`config.mk`:
```
export PLATFORM = sky130hd
export DESIGN_NAME = ram_access_ctrl_flat
export DESIGN_NICKNAME = d
export VERILOG_FILES = /design/src/rtl/ram_access_ctrl_if.sv /design/src/rtl/ram_access_ctrl.sv /design/src/flat_wrapper.sv
export SDC_FILE = /design/constraint.sdc
export NUM_CORES = 1
export LEC_CHECK = 0
export CORE_MARGIN = 3
export CORE_UTILIZATION = 41
export CTS_CLUSTER_SIZE = 14
export DETAILED_ROUTE_END_ITERATION = 6
export PLACE_DENSITY_LB_ADDON = 0.15
export SLEW_MARGIN = 20
export SYNTH_ARGS = -nofsm -noshare
export SYNTH_HDL_FRONTEND = slang
export SYNTH_SLANG_ARGS = --single-unit
```
`constraint.sdc`:
```
create_clock -name clk -period 1.46 [get_ports clk]
set_input_delay 0.219 -clock clk [delete_from_list [all_inputs] [get_ports clk]]
set_output_delay 0.219 -clock clk [all_outputs]
set_load 0.01 [all_outputs]
```
`src/rtl/ram_access_ctrl_if.sv`:
```
// rtl/ram_access_ctrl_if.sv - host request/response and RAM bus bundle for ram_access_ctrl
interface ram_access_ctrl_if #(
  parameter int ADDR_W = 8,
  parameter int DATA_W = 4
);
  logic              req_valid;
  logic              req_ready;
  logic              req_wr;
  logic [ADDR_W-1:0] req_addr;
  logic [DATA_W-1:0] req_wdata;
  logic [3:0]        req_len;
  logic              rsp_valid;
  logic [DATA_W-1:0] rsp_data;
  logic              rsp_last;
  logic              busy;
  logic              ram_cs;
  logic              ram_wr;
  logic              ram_rd;
  logic [ADDR_W-1:0] ram_addr;
  logic [DATA_W-1:0] ram_din;
  logic [DATA_W-1:0] ram_dout;

  // Host side plus the RAM model: drives requests and RAM read data.
  modport master (
    output req_valid, req_wr, req_addr, req_wdata, req_len, ram_dout,
    input  req_ready, rsp_valid, rsp_data, rsp_last, busy,
    input  ram_cs, ram_wr, ram_rd, ram_addr, ram_din
  );

  // Controller side.
  modport slave (
    input  req_valid, req_wr, req_addr, req_wdata, req_len, ram_dout,
    output req_ready, rsp_valid, rsp_data, rsp_last, busy,
    output ram_cs, ram_wr, ram_rd, ram_addr, ram_din
  );
endinterface

```
`src/rtl/ram_access_ctrl.sv`:
```
// rtl/ram_access_ctrl.sv - host-to-SRAM access controller: single writes, burst reads
module ram_access_ctrl #(
  parameter int ADDR_W = 8,
  parameter int DATA_W = 4,
  parameter int RD_LAT = 1   // RAM read latency in cycles, 1..4
) (
  input logic              clk,
  input logic              rst_n,
  ram_access_ctrl_if.slave bus
);

  typedef enum logic [1:0] {IDLE, WRITE, READ, DRAIN} state_t;

  state_t            state, state_nxt;
  logic [ADDR_W-1:0] addr_q, addr_nxt;
  logic [DATA_W-1:0] din_q, din_nxt;
  logic              cs_q, cs_nxt;
  logic              wr_q, wr_nxt;
  logic              rd_q, rd_nxt;
  logic [3:0]        len_q, len_nxt;
  logic [3:0]        cnt_q, cnt_nxt;
  logic              idle_q;
  logic              busy_q;

  // One flag per outstanding read cycle, aged once per clock; the tap at
  // RD_LAT-1 lines up with the cycle in which ram_dout is valid.
  logic [RD_LAT-1:0] vld_pipe;
  logic [RD_LAT-1:0] last_pipe;
  logic              rsp_valid_q;
  logic              rsp_last_q;
  logic [DATA_W-1:0] rsp_data_q;

  // Next-state and next-output decode; RAM strobes are computed one cycle
  // ahead so they can come straight out of flops.
  always_comb begin
    state_nxt = state;
    addr_nxt  = addr_q;
    din_nxt   = din_q;
    len_nxt   = len_q;
    cnt_nxt   = cnt_q;
    cs_nxt    = 1'b0;
    wr_nxt    = 1'b0;
    rd_nxt    = 1'b0;
    case (state)
      IDLE: begin
        if (bus.req_valid) begin
          addr_nxt = bus.req_addr;
          cs_nxt   = 1'b1;
          if (bus.req_wr) begin
            state_nxt = WRITE;
            wr_nxt    = 1'b1;
            din_nxt   = bus.req_wdata;
          end else begin
            state_nxt = READ;
            rd_nxt    = 1'b1;
            len_nxt   = bus.req_len;
            cnt_nxt   = 4'd0;
          end
        end
      end
      WRITE: state_nxt = IDLE;
      READ: begin
        if (cnt_q == len_q) begin
          state_nxt = DRAIN;
        end else begin
          cs_nxt   = 1'b1;
          rd_nxt   = 1'b1;
          cnt_nxt  = cnt_q + 4'd1;
          addr_nxt = addr_q + ADDR_W'(1);   // wraps silently at the top
        end
      end
      DRAIN: begin
        if (rsp_last_q) state_nxt = IDLE;
      end
      default: state_nxt = IDLE;
    endcase
  end

  // State and registered RAM-side / status outputs.
  always_ff @(posedge clk or negedge rst_n) begin
    if (!rst_n) begin
      state  <= IDLE;
      addr_q <= '0;
      din_q  <= '0;
      len_q  <= 4'd0;
      cnt_q  <= 4'd0;
      cs_q   <= 1'b0;
      wr_q   <= 1'b0;
      rd_q   <= 1'b0;
      idle_q <= 1'b1;
      busy_q <= 1'b0;
    end else begin
      state  <= state_nxt;
      addr_q <= addr_nxt;
      din_q  <= din_nxt;
      len_q  <= len_nxt;
      cnt_q  <= cnt_nxt;
      cs_q   <= cs_nxt;
      wr_q   <= wr_nxt;
      rd_q   <= rd_nxt;
      idle_q <= (state_nxt == IDLE);
      busy_q <= (state_nxt != IDLE);
    end
  end

  // Read-return pipeline: capture ram_dout when the matching read matures.
  always_ff @(posedge clk or negedge rst_n) begin
    if (!rst_n) begin
      vld_pipe    <= '0;
      last_pipe   <= '0;
      rsp_valid_q <= 1'b0;
      rsp_last_q  <= 1'b0;
      rsp_data_q  <= '0;
    end else begin
      vld_pipe[0]  <= rd_q;
      last_pipe[0] <= rd_q && (cnt_q == len_q);
      for (int i = 1; i < RD_LAT; i++) begin
        vld_pipe[i]  <= vld_pipe[i-1];
        last_pipe[i] <= last_pipe[i-1];
      end
      rsp_valid_q <= vld_pipe[RD_LAT-1];
      rsp_last_q  <= last_pipe[RD_LAT-1];
      if (vld_pipe[RD_LAT-1]) rsp_data_q <= bus.ram_dout;
    end
  end

  // idle_q resets high, so masking with rst_n holds req_ready low during reset
  // yet lets the very first edge after release accept a request.
  assign bus.req_ready = idle_q & rst_n;
  assign bus.busy      = busy_q;
  assign bus.ram_cs    = cs_q;
  assign bus.ram_wr    = wr_q;
  assign bus.ram_rd    = rd_q;
  assign bus.ram_addr  = addr_q;
  assign bus.ram_din   = din_q;
  assign bus.rsp_valid = rsp_valid_q;
  assign bus.rsp_last  = rsp_last_q;
  assign bus.rsp_data  = rsp_data_q;

endmodule
```
`src/flat_wrapper.sv`:
```
// flat-port wrapper written by rule: the top's interface ports become plain ports
module ram_access_ctrl_flat 
#(
  parameter int ADDR_W = 8,
  parameter int DATA_W = 4,
  parameter int RD_LAT = 1                                      
)
  (clk, rst_n, bus_req_valid, bus_req_wr, bus_req_addr, bus_req_wdata, bus_req_len, bus_ram_dout, bus_req_ready, bus_rsp_valid, bus_rsp_data, bus_rsp_last, bus_busy, bus_ram_cs, bus_ram_wr, bus_ram_rd, bus_ram_addr, bus_ram_din);
  ram_access_ctrl_if #(.ADDR_W(ADDR_W), .DATA_W(DATA_W)) bus_i ();
  input logic clk;
  input logic rst_n;
  input wire logic [$bits(bus_i.req_valid)-1:0] bus_req_valid;
  input wire logic [$bits(bus_i.req_wr)-1:0] bus_req_wr;
  input wire logic [$bits(bus_i.req_addr)-1:0] bus_req_addr;
  input wire logic [$bits(bus_i.req_wdata)-1:0] bus_req_wdata;
  input wire logic [$bits(bus_i.req_len)-1:0] bus_req_len;
  input wire logic [$bits(bus_i.ram_dout)-1:0] bus_ram_dout;
  output wire logic [$bits(bus_i.req_ready)-1:0] bus_req_ready;
  output wire logic [$bits(bus_i.rsp_valid)-1:0] bus_rsp_valid;
  output wire logic [$bits(bus_i.rsp_data)-1:0] bus_rsp_data;
  output wire logic [$bits(bus_i.rsp_last)-1:0] bus_rsp_last;
  output wire logic [$bits(bus_i.busy)-1:0] bus_busy;
  output wire logic [$bits(bus_i.ram_cs)-1:0] bus_ram_cs;
  output wire logic [$bits(bus_i.ram_wr)-1:0] bus_ram_wr;
  output wire logic [$bits(bus_i.ram_rd)-1:0] bus_ram_rd;
  output wire logic [$bits(bus_i.ram_addr)-1:0] bus_ram_addr;
  output wire logic [$bits(bus_i.ram_din)-1:0] bus_ram_din;
  assign bus_i.req_valid = bus_req_valid;
  assign bus_i.req_wr = bus_req_wr;
  assign bus_i.req_addr = bus_req_addr;
  assign bus_i.req_wdata = bus_req_wdata;
  assign bus_i.req_len = bus_req_len;
  assign bus_i.ram_dout = bus_ram_dout;
  assign bus_req_ready = bus_i.req_ready;
  assign bus_rsp_valid = bus_i.rsp_valid;
  assign bus_rsp_data = bus_i.rsp_data;
  assign bus_rsp_last = bus_i.rsp_last;
  assign bus_busy = bus_i.busy;
  assign bus_ram_cs = bus_i.ram_cs;
  assign bus_ram_wr = bus_i.ram_wr;
  assign bus_ram_rd = bus_i.ram_rd;
  assign bus_ram_addr = bus_i.ram_addr;
  assign bus_ram_din = bus_i.ram_din;
  ram_access_ctrl #(.ADDR_W(ADDR_W), .DATA_W(DATA_W), .RD_LAT(RD_LAT)) u_core (.clk(clk), .rst_n(rst_n), .bus(bus_i));
endmodule
```
==> reports/summary.log <==
qor: synthesis.combinational_family_with_the_most_area_after_synthesis simple AND/OR/NAND/NOR gates
qor: pwr.leakagePower 1.12 nW
qor: pwr.worst_ir_drop_vdd 0.859 mV
qor: detailed_routing.drt_first_pass_iters 4
qor: floorplan.ios 47
qor: worst_setup_path.crit_arrival 1.67 ns
qor: cts.post_cts_hold_buffer_count 0
qor: layout.layout.nets 232
qor: synthesis.ys_types 35
qor: place.portBuffers 46
qor: cts.clock_tree.htree_level_count 2
qor: detailed_routing.average_detailed_routed_wire_length_per_instance 14.4 um
qor: floorplan.placementRows 21
qor: synthesis.postSynth.asyncResetShare 100%
qor: worst_setup_path.highest_net_fanout_along_the_worst_path 8
qor: floorplan.design.die.area 0.00451 mm2
qor: timing.rsz0062_at_grt yes
qor: layout.most-common-layout-cells sky130_fd_sc_hd__clkdlybuf4s50_1 (37), sky130_fd_sc_hd__dfrtp_1 (32), sky130_fd_sc_hd__nand2_1 (27)
qor: synthesis.synth_simple_gate_area_share 17.3%
qor: global_route.vias_in_the_first_global_route 1292
qor: worst_setup_path.timing.critical_path.cells xnor2_2, a41oi_4, a41o_2, o211ai_1
qor: place.dpl.hpwl 2520 um
qor: worst_setup_path.worstSetupPathType reg2reg
qor: layout.finish.cell_count_without_fillers 253
qor: global_route.antenna_found_initial 0
qor: cts.root_buffer sky130_fd_sc_hd__clkbuf_8
qor: worst_setup_path.worst_setup_path_end_kind register
qor: floorplan.vertical_die_dimension 67.2 um
qor: synthesis.dominantRegCellSynth sky130_fd_sc_hd__dfrtp_1
qor: synthesis.syn-instance-count 135
qor: cts.clock_insertion_delay_worst_skew 0.29 ns
qor: detailed_routing.avgViaCountPerCell 5.19
qor: synthesis.post_synth_mux_area_share 7.18%
qor: layout.mostFrequentLayoutCell sky130_fd_sc_hd__clkdlybuf4s50_1
qor: worst_setup_path.critical-path-slowest-cell sky130_fd_sc_hd__dfrtp_1
qor: cts.clock-sinks 35
qor: synthesis.post_synth_fa_ha_maj_area_fraction 1.63%
qor: cts.numCtsBuffers 5
qor: timing.fin_crit 1.46 ns
qor: timing.fmax_achieved 0.687 GHz
qor: timing.worst_pin_slew 0.416 ns
qor: job.timing.max_cap.violations 0
qor: synthesis.synth_sequential_area_ratio 57.2%
qor: global_route.grt_start_max_net_pins 36
qor: worst_setup_path.crit_path_max_incr_delay 0.43 ns
qor: place.gp_congestion 0.783
qor: synthesis.ys.warnings.count 0
qor: timing.drv_slew 0
qor: global_route.grt_usage 18.0%
qor: floorplan.die_x 67.2 um
qor: timing.final.setup_skew 0.00810 ns
qor: cts.clk_pin_slew 0.07 ns
qor: synthesis.mappedNetlistArea 0.00153 mm2
qor: timing.timing.setup.tns 0 ns
qor: global_route.global_route_layer_with_the_greatest_usage met2
qor: detailed_routing.drt.antenna.violating_nets 0
qor: outcome.run_status complete, no violations
qor: synthesis.post_synth_xor_area_fraction 2.28%
qor: global_route.grt_use_met3 4.83%
qor: cts.tritoncts done
qor: worst_setup_path.crit_path_start_kind register
qor: synthesis.synth_area_in_compound_gates 11.2%
qor: global_route.grt_use_met2 29.1%
qor: detailed_routing.route.detailed.drc 0
qor: synthesis.synth-seq-cells 35
qor: layout.layout-area-overhead-vs-synth 57.9%
qor: timing.slew_headroom 72.3%
qor: synthesis.syn_nets 161
qor: place.dp_cells 238
qor: timing.setup_violations 0
qor: worst_setup_path.critPathRequiredTime 1.67 ns
qor: layout.n_antenna_cell 0
qor: global_route.grt_pass1_wl 5910 um
qor: worst_setup_path.r2r_slack 0.004 ns
qor: synthesis.edff_count_synth 0
qor: hold_path.hp-class in2async
qor: floorplan.placeableCoreArea 0.00347 mm2
qor: layout.n_fill_cell 271
qor: detailed_routing.initial_detailed_routing_violation_count 44
qor: floorplan.start_util 44.2%
qor: cts.maximum_buffer_depth_of_the_clock_tree 2
qor: timing.layout_worst_path_cycle_share 99.7%
qor: global_route.overflow 0
qor: pwr.power.density_cell_area 1060 mW/mm2
qor: layout.drive_gt1_share 29.0%
qor: detailed_routing.routed_wl 3650 um
qor: timing.hold_viol_final 0
qor: global_route.grt_use_met1 21.0%
qor: synthesis.synthesis.area_per_instance 11.4 um2
qor: detailed_routing.via_count 1314
-- kinds of logic (layout without fill, tap and decap cells) --
family / after synthesis / count (layout)
compound gates: 23 / 23
xor+xnor: 4 / 4
fa+ha+maj: 2 / 2
buf+inv: 8 / 80
flops: 35 / 35
mux: 10 / 10
simple gates: 53 / 53
-- cells in the mapped netlist, types with 3 or more instances --
library cell / count / area, um2
sky130_fd_sc_hd__and3_1: 3 / 18.8
sky130_fd_sc_hd__nand3_1: 6 / 30.0
sky130_fd_sc_hd__nor2_1: 3 / 11.3
sky130_fd_sc_hd__o311ai_1: 3 / 26.3
sky130_fd_sc_hd__o21ai_0: 4 / 20.0
sky130_fd_sc_hd__dfrtp_1: 34 / 851
sky130_fd_sc_hd__nand2_1: 27 / 101
sky130_fd_sc_hd__inv_1: 3 / 11.3
sky130_fd_sc_hd__xnor2_1: 4 / 35.0
sky130_fd_sc_hd__mux2_2: 8 / 90.1
sky130_fd_sc_hd__o22ai_1: 5 / 31.3
sky130_fd_sc_hd__nand4_1: 3 / 18.8
sky130_fd_sc_hd__o211ai_1: 4 / 30.0
-- worst max-delay path: cells and delay by family, from the launching register on --
kind | cells | cell delay (ns)
xor+xnor | 1 | 0.31
compound gates | 3 | 0.64
flops | 1 | 0.43
-- sequential cells by signal (all words and copies together), names as in the netlist, 2 cells and up --
signal	flops
u_core.len_q	4
u_core.bus.rsp_data	4
u_core.cnt_q	4
u_core.bus.ram_addr	8
u_core.state	2
u_core.bus.ram_din	4
-- per-layer routing --
metal  up-vias  part of all wire, %  wire length, um
li1        623                    -                -
met1       633                   39             1410
met2        47                   52             1880
met3        11                  6.8              250
met4         0                  2.9              105
met5         -                    0                0
-- final cells by class --
type                       count  area [um2]  share of cell area [%]
clock inverter                 3        43.8                    1.81
inverter                       3        11.3                   0.465
timing repair buffer          69         652                    26.9
clock buffer                   5        68.8                    2.84
sequential                    35         880                    36.3
tap                           46        57.6                    2.38
multi-input combinational     92         709                    29.3
-- where the power goes --
| group | switching, mW | internal [mW] |
|---|---|---|
| Clock | 0.358 | 0.508 |
| Sequential | 0.0791 | 1.05 |
| Combinational | 0.244 | 0.324 |
-- metrics by stage --
| step | total power [mW] | instance area [um2] | hold WS, ns | setup slack (ns) | utilization, % |
|---|---|---|---|---|---|
| 3_5_place_dp | 1.59 | 2130 | 0.345 | -0.288 | 61.5 |
| 3_3_place_gp | 1.57 | 2130 | 0.335 | -0.246 | 61.5 |
| 5_1_grt | 2.70 | 2420 | 0.376 | -0.112 | 69.8 |
| 4_1_cts | 2.54 | 2350 | 0.361 | 0.00148 | 67.8 |
| 2_1_floorplan | 1.31 | 1540 | -0.0766 | -0.0556 | - |
| 6_report | 2.56 | 2420 | 0.355 | 0.00408 | 69.8 |
-- worst paths after layout --
path,to,from,cells after the start
hold / removal,u_core.bus.ram_addr[7],rst_n,2
setup reg to reg,u_core.bus.ram_addr[7],u_core.cnt_q[0],4
hold reg to reg,u_core.bus.rsp_last,u_core.last_pipe,0
min in group clk,u_core.bus.rsp_last,u_core.last_pipe,0
max in group asynchronous,u_core.idle_q,rst_n,2
setup / recovery,u_core.bus.ram_addr[7],u_core.cnt_q[0],4
-- what timing repair did --
action,in CTS,in global routing
setup endpoints to repair,27,26
buffers inserted,6,1
resized for setup,16,20
pin swaps,1,12
endpoints found under the hold margin,0,0
(Power assumes the default switching activity.)
